## src/rtl/fetch_pkg.sv

```systemverilog
// Shared types and constants for the LEGv8 instruction-fetch stage.
package fetch_pkg;

    typedef enum logic [1:0] {
        BOOT  = 2'd0,
        FETCH = 2'd1,
        DRAIN = 2'd2
    } fetch_state_t;

    localparam int INSTR_W = 32;
    localparam int PC_INCR = 4;
    localparam logic [63:0] DEFAULT_RESET_PC = 64'h0;

endpackage

```

## src/rtl/fetch_stage_if.sv

```systemverilog
// Fetch-stage bus bundle: instruction-memory port, redirect input and IF/ID handshake.
interface fetch_stage_if
    import fetch_pkg::*;
#(
    parameter int PC_W = 64
) ();

    logic               imem_req;
    logic [PC_W-1:0]    imem_addr;
    logic               imem_valid;
    logic [INSTR_W-1:0] imem_rdata;

    logic               redirect_valid;
    logic [PC_W-1:0]    redirect_pc;

    logic               id_ready;
    logic               id_valid;
    logic [INSTR_W-1:0] id_instr;
    logic [PC_W-1:0]    id_pc;

    modport stage (
        output imem_req, imem_addr,
        input  imem_valid, imem_rdata,
        input  redirect_valid, redirect_pc,
        input  id_ready,
        output id_valid, id_instr, id_pc
    );

    modport env (
        input  imem_req, imem_addr,
        output imem_valid, imem_rdata,
        output redirect_valid, redirect_pc,
        output id_ready,
        input  id_valid, id_instr, id_pc
    );

endinterface

```

## src/rtl/pc_reg.sv

```systemverilog
// Program counter register: load beats increment beats hold.
module pc_reg
    import fetch_pkg::*;
#(
    parameter int              PC_W     = 64,
    parameter logic [PC_W-1:0] RESET_PC = DEFAULT_RESET_PC[PC_W-1:0]
) (
    input  logic            clk,
    input  logic            reset,
    input  logic            load,
    input  logic [PC_W-1:0] load_pc,
    input  logic            incr,
    output logic [PC_W-1:0] pc
);

    logic [PC_W-1:0] pc_q;
    logic [PC_W-1:0] pc_d;

    always_comb begin
        pc_d = pc_q;
        if (load) begin
            pc_d = load_pc;
        end else if (incr) begin
            pc_d = pc_q + PC_W'(PC_INCR);
        end
    end

    always_ff @(posedge clk or negedge reset) begin
        if (!reset) begin
            pc_q <= RESET_PC;
        end else begin
            pc_q <= pc_d;
        end
    end

    assign pc = pc_q;

endmodule

```

## src/rtl/fetch_stage.sv

```systemverilog
// LEGv8 fetch stage: owns the PC, one outstanding imem request, one IF/ID slot.
// Optional performance counters are enabled by defining ARKI_FETCH_PERF_EN.
module fetch_stage
    import fetch_pkg::*;
#(
    parameter int              PC_W     = 64,
    parameter logic [PC_W-1:0] RESET_PC = DEFAULT_RESET_PC[PC_W-1:0]
) (
    input  logic        clk,
    input  logic        reset,
`ifdef ARKI_FETCH_PERF_EN
    output logic [31:0] perf_fetch_cnt,
    output logic [31:0] perf_stall_cnt,
    output logic [15:0] perf_flush_cnt,
`endif
    fetch_stage_if.stage bus
);

    fetch_state_t       state_q, state_d;
    logic               id_valid_q, id_valid_d;
    logic [INSTR_W-1:0] id_instr_q, id_instr_d;
    logic [PC_W-1:0]    id_pc_q, id_pc_d;
    logic [PC_W-1:0]    drain_addr_q, drain_addr_d;

    logic [PC_W-1:0]    pc;
    logic               pc_incr;
    logic [PC_W-1:0]    redirect_target;
    logic               slot_free;
    logic               imem_req;
    logic [PC_W-1:0]    imem_addr;
    logic               mem_xfer;
    logic               dec_xfer;

    assign redirect_target = bus.redirect_pc & ~PC_W'(3);

    pc_reg #(
        .PC_W     (PC_W),
        .RESET_PC (RESET_PC)
    ) u_pc_reg (
        .clk     (clk),
        .reset   (reset),
        .load    (bus.redirect_valid),
        .load_pc (redirect_target),
        .incr    (pc_incr),
        .pc      (pc)
    );

    // imem_req follows id_ready combinationally so a drained slot refills without a bubble.
    always_comb begin
        slot_free = !id_valid_q || bus.id_ready;
        imem_req  = ((state_q == FETCH) && slot_free) || (state_q == DRAIN);
        imem_addr = (state_q == DRAIN) ? drain_addr_q : pc;
        mem_xfer  = imem_req && bus.imem_valid;
        dec_xfer  = id_valid_q && bus.id_ready;
    end

    always_comb begin
        state_d      = state_q;
        id_valid_d   = id_valid_q;
        id_instr_d   = id_instr_q;
        id_pc_d      = id_pc_q;
        drain_addr_d = drain_addr_q;
        pc_incr      = 1'b0;

        if (bus.redirect_valid) begin
            // A request still in flight must be swallowed before fetching the new path.
            id_valid_d   = 1'b0;
            drain_addr_d = imem_addr;
            state_d      = (imem_req && !bus.imem_valid) ? DRAIN : FETCH;
        end else begin
            case (state_q)
                BOOT: begin
                    state_d = FETCH;
                end
                FETCH: begin
                    if (mem_xfer) begin
                        id_valid_d = 1'b1;
                        id_instr_d = bus.imem_rdata;
                        id_pc_d    = pc;
                        pc_incr    = 1'b1;
                    end else if (dec_xfer) begin
                        id_valid_d = 1'b0;
                    end
                end
                DRAIN: begin
                    if (mem_xfer) begin
                        state_d = FETCH;
                    end
                end
                default: begin
                    state_d = FETCH;
                end
            endcase
        end
    end

    always_ff @(posedge clk or negedge reset) begin
        if (!reset) begin
            state_q      <= BOOT;
            id_valid_q   <= 1'b0;
            id_instr_q   <= '0;
            id_pc_q      <= '0;
            drain_addr_q <= RESET_PC;
        end else begin
            state_q      <= state_d;
            id_valid_q   <= id_valid_d;
            id_instr_q   <= id_instr_d;
            id_pc_q      <= id_pc_d;
            drain_addr_q <= drain_addr_d;
        end
    end

    assign bus.imem_req  = imem_req;
    assign bus.imem_addr = imem_addr;
    assign bus.id_valid  = id_valid_q;
    assign bus.id_instr  = id_instr_q;
    assign bus.id_pc     = id_pc_q;

`ifdef ARKI_FETCH_PERF_EN
    logic [31:0] fetch_cnt_q, fetch_cnt_d;
    logic [31:0] stall_cnt_q, stall_cnt_d;
    logic [15:0] flush_cnt_q, flush_cnt_d;

    // Flushed instructions and redirect cycles are not counted as transfers or stalls.
    always_comb begin
        fetch_cnt_d = fetch_cnt_q;
        stall_cnt_d = stall_cnt_q;
        flush_cnt_d = flush_cnt_q;
        if (dec_xfer && !bus.redirect_valid && (fetch_cnt_q != '1)) begin
            fetch_cnt_d = fetch_cnt_q + 32'd1;
        end
        if (id_valid_q && !bus.id_ready && !bus.redirect_valid && (stall_cnt_q != '1)) begin
            stall_cnt_d = stall_cnt_q + 32'd1;
        end
        if (bus.redirect_valid && (flush_cnt_q != '1)) begin
            flush_cnt_d = flush_cnt_q + 16'd1;
        end
    end

    always_ff @(posedge clk or negedge reset) begin
        if (!reset) begin
            fetch_cnt_q <= '0;
            stall_cnt_q <= '0;
            flush_cnt_q <= '0;
        end else begin
            fetch_cnt_q <= fetch_cnt_d;
            stall_cnt_q <= stall_cnt_d;
            flush_cnt_q <= flush_cnt_d;
        end
    end

    assign perf_fetch_cnt = fetch_cnt_q;
    assign perf_stall_cnt = stall_cnt_q;
    assign perf_flush_cnt = flush_cnt_q;
`endif

endmodule

```

## src/flat_wrapper.sv

```systemverilog
// flat-port wrapper written by rule: the top's interface ports become plain ports
module fetch_stage_flat import fetch_pkg::*;
#(
    parameter int              PC_W     = 64,
    parameter logic [PC_W-1:0] RESET_PC = DEFAULT_RESET_PC[PC_W-1:0]
)
  (clk, reset, bus_imem_req, bus_imem_addr, bus_imem_valid, bus_imem_rdata, bus_redirect_valid, bus_redirect_pc, bus_id_ready, bus_id_valid, bus_id_instr, bus_id_pc);
  fetch_stage_if #(.PC_W(PC_W)) bus_i ();
  input  logic clk;
  input  logic reset;
  output wire logic [$bits(bus_i.imem_req)-1:0] bus_imem_req;
  output wire logic [$bits(bus_i.imem_addr)-1:0] bus_imem_addr;
  input wire logic [$bits(bus_i.imem_valid)-1:0] bus_imem_valid;
  input wire logic [$bits(bus_i.imem_rdata)-1:0] bus_imem_rdata;
  input wire logic [$bits(bus_i.redirect_valid)-1:0] bus_redirect_valid;
  input wire logic [$bits(bus_i.redirect_pc)-1:0] bus_redirect_pc;
  input wire logic [$bits(bus_i.id_ready)-1:0] bus_id_ready;
  output wire logic [$bits(bus_i.id_valid)-1:0] bus_id_valid;
  output wire logic [$bits(bus_i.id_instr)-1:0] bus_id_instr;
  output wire logic [$bits(bus_i.id_pc)-1:0] bus_id_pc;
  assign bus_imem_req = bus_i.imem_req;
  assign bus_imem_addr = bus_i.imem_addr;
  assign bus_i.imem_valid = bus_imem_valid;
  assign bus_i.imem_rdata = bus_imem_rdata;
  assign bus_i.redirect_valid = bus_redirect_valid;
  assign bus_i.redirect_pc = bus_redirect_pc;
  assign bus_i.id_ready = bus_id_ready;
  assign bus_id_valid = bus_i.id_valid;
  assign bus_id_instr = bus_i.id_instr;
  assign bus_id_pc = bus_i.id_pc;
  fetch_stage #(.PC_W(PC_W), .RESET_PC(RESET_PC)) u_core (.clk(clk), .reset(reset), .bus(bus_i));
endmodule
```

## config.mk

```make
export PLATFORM = sky130hd
export DESIGN_NAME = fetch_stage_flat
export DESIGN_NICKNAME = d
export VERILOG_FILES = /design/src/rtl/fetch_pkg.sv /design/src/rtl/fetch_stage_if.sv /design/src/rtl/pc_reg.sv /design/src/rtl/fetch_stage.sv /design/src/flat_wrapper.sv
export SDC_FILE = /design/constraint.sdc
export NUM_CORES = 1
export LEC_CHECK = 0
export BUFFER_PORTS_ARGS = -buffer_cell sky130_fd_sc_hd__buf_4
export CORE_AREA = 4 4 150 152
export CTS_BUF_LIST = sky130_fd_sc_hd__clkbuf_8
export CTS_CLUSTER_SIZE = 40
export DETAILED_ROUTE_END_ITERATION = 7
export DIE_AREA = 0 0 154 156
export GPL_TIMING_DRIVEN = 0
export PLACE_DENSITY = 0.82
export SETUP_SLACK_MARGIN = 0.3
export SLEW_MARGIN = 40
export SYNTH_ARGS = -nofsm -noshare
export SYNTH_HDL_FRONTEND = slang
export SYNTH_SLANG_ARGS = --single-unit
```

## constraint.sdc

```tcl
create_clock -name clk -period 2.9 [get_ports clk]
set_input_delay 0.58 -clock clk [delete_from_list [all_inputs] [get_ports clk]]
set_output_delay 0.58 -clock clk [all_outputs]
set_load 0.05 [all_outputs]
```

==> impl_metrics.json <==
{
  "syn_inst": 879,
  "cp_slowest_cell": "dfrtp_1",
  "num-fill-cells": 1603,
  "nNetsFinal": 1292,
  "layout_commonest_cell": "buf_4",
  "critPathMaxStageDelay_ps": 380,
  "dieArea_um2": 24000,
  "cts-htree-levels": 2,
  "path_class": "reg -> out",
  "path_cells": "nand2b_1, buf_8, buf_12, buf_12, mux2_4, buf_8",
  "regToRegSetupSlack_ps": 400,
  "final_cell_mix": "buf_4 (255), dfrtp_1 (223), mux2_2 (213)",
  "overflow": 0,
  "tritoncts": "yes",
  "drive_gt1_share_pct": 47.8,
  "startpoint_type": "flop",
  "numPortBuffers": 258,
  "via_per_inst": 5.63,
  "grt_max_degree": 74,
  "drt-total-wl_mm": 29.9,
  "max_freq_mhz": 386,
  "ir_drop_mv": 0.604,
  "synth_seq_cells": 223,
  "path_clk_slew_ps": 60,
  "arrival_ps": 2010,
  "cts_buffers": 38,
  "area_growth_pct": 32.2,
  "place_inst": 1416,
  "die_h_um": 156,
  "rows": 53,
  "ys_warn_count": 0,
  "p_leak_nw": 6.07,
  "drtIter0Drc": 526,
  "endpoint_kind": "output pin",
  "cp.required_ps": 2320,
  "max_slew_margin_pct": 55.2,
  "synth_cell_types": 40,
  "status": "complete, no violations",
  "vias": 8407,
  "drt-pass1-iter-count": 5,
  "clockBufferDepth": 3,
  "rsz0062_at_grt": "yes",
  "grt_pass1_vias": 8781,
  "gp_congestion": 0.930,
  "grt_antenna_before_repair": 1,
  "endpoint": "bus_imem_addr[43]",
  "syn_area_um2": 10500,
  "dp_hpwl_mm": 21.7,
  "clock-sinks": 223,
  "clock_latency_ps": 540,
  "fin_cells": 1492,
  "ff_latch_area_um2": 5580,
  "crit_fanout": 10,
  "drv_slew": 0,
  "synth-seq-area-share_pct": 53.3,
  "hold_violations": 0,
  "period_minus_slack_ps": 2590,
  "start_util_pct": 49.8,
  "p_per_area_nw_per_um2": 767,
  "grt_first_pass_wirelength_mm": 47.3,
  "tightest_slew_ps": 667,
  "diodes": 0,
  "r2r_cells": 8,
  "setup_viol": 0,
  "wl_per_cell_um": 20.0,
  "cp-startpoint": "u_core.state_q[0]",
  "hold_path.class": "in -> reg",
  "die_width_um": 154,
  "ant_nets": 0,
  "maxCapViolCount": 0,
  "multi_input_area_um2": 4630,
  "worstReg2RegStart": "u_core.u_pc_reg.pc[15]",
  "synth_area_per_cell_um2": 11.9,
  "timing.rr.end": "u_core.u_pc_reg.pc[62]",
  "largest_reg_flops": 64,
  "finalCritPeriodShare_pct": 89.3,
  "core-area_um2": 21000,
  "io_pins": 263,
  "drc_errors": 0,
  "grt_use_total_pct": 24.5,
  "fin_skew_ps": 10.3,
  "hold_depth": 3,
  "finalPower_mw": 10.6,
  "cts-root-buf": "clkbuf_8"
}
## where the power goes
group | internal [mW] | switching, mW
registers | 3.70 | 0.417
clock network | 1.47 | 1.28
logic | 1.32 | 2.44
## worst min-delay path by stage
stage,endpoint,start
2_1_floorplan,u_core.bus.id_instr[0],reset
3_3_place_gp,u_core.drain_addr_q[48],u_core.drain_addr_q[48]
3_5_place_dp,u_core.drain_addr_q[44],u_core.drain_addr_q[44]
4_1_cts,u_core.state_q[1],bus_imem_valid
5_1_grt,u_core.u_pc_reg.pc[23],bus_redirect_pc[23]
6_report,u_core.u_pc_reg.pc[30],bus_redirect_pc[30]
## cells in the mapped netlist (all sizes together)
cell | n | area share, %
a211o | 1 | 0.084
conb | 1 | 0.036
dfrtp | 223 | 53
xor2 | 13 | 1.1
nor2 | 36 | 1.3
inv | 9 | 0.32
a22oi | 3 | 0.21
a31oi | 27 | 1.6
mux2 | 214 | 23
or4 | 26 | 1.9
nor4 | 14 | 0.98
and2 | 4 | 0.24
clkbuf | 40 | 1.5
a21oi | 3 | 0.14
nand3 | 35 | 1.8
o21ai | 39 | 1.9
and3 | 7 | 0.42
nor2b | 4 | 0.24
xnor2 | 15 | 1.3
o31a | 2 | 0.17
mux2i | 1 | 0.096
buf | 25 | 1.1
nand4 | 21 | 1.3
nand2 | 60 | 2.1
o211a | 1 | 0.096
o211ai | 2 | 0.14
and4 | 10 | 0.84
ha | 1 | 0.12
o31ai | 24 | 1.7
nor3 | 6 | 0.38
nand2b | 3 | 0.18
or3 | 9 | 0.54
## cell type report
cell class | instances | share of cell area [%]
timing repair buffer | 270 | 15.5
clock inverter | 20 | 0.696
multi-input combinational | 583 | 33.4
inverter | 9 | 0.244
tap | 275 | 2.48
sequential | 223 | 40.3
buffer | 65 | 2.66
clock buffer | 47 | 4.67
## routing by layer
metal  vias up  part of all wire [%]  GRT usage, %  routed length, um
met5         -                 0.067             0                 20
met4         2                   2.2          7.11                665
met3        51                   9.5          8.63               2840
met2       353                    49          40.5              14700
met1      4163                    39          30.6              11700
li1       3838                     -             -                  -
## critical path, delay by kind of cell (launching register included)
kind	cells	cell delay, ps
buf+inv	4	600
flops	1	380
mux	1	320
simple gates	1	170
## kinds of logic (layout without fill, tap and decap cells)
family | count (synthesis) | after routing | share of synthesized area (%)
mux | 215 | 215 | 23.1
fa+ha+maj | 1 | 1 | 0.119
other cells | 1 | 2 | 0.0358
simple gates | 235 | 235 | 12.2
compound gates | 102 | 102 | 6.04
flops | 223 | 223 | 53.3
buf+inv | 74 | 411 | 2.93
xor+xnor | 28 | 28 | 2.34
## per-stage QoR
stage	setup TNS (ps)	instance area, um^2	utilization, %	setup slack (ps)	hold slack, ps
finish	0	13900	65.9	312	252
floorplan	0	10500	-	393	284
CTS	0	13700	65.2	258	231
global placement	-109020	12800	60.7	-470	460
detailed placement	-11950	12900	61.1	-190	478
global route	0	13900	65.9	264	232
## timing repair
action,4_1_cts,5_1_grt
hold buffers,1,0
endpoints found under the hold margin,39,0
pin swaps,2,1
setup endpoints to repair,157,119
setup buffers,2,6
gates resized for setup,28,39
cloned,0,0
No activity file was read; power rests on OpenSTA's default activity.
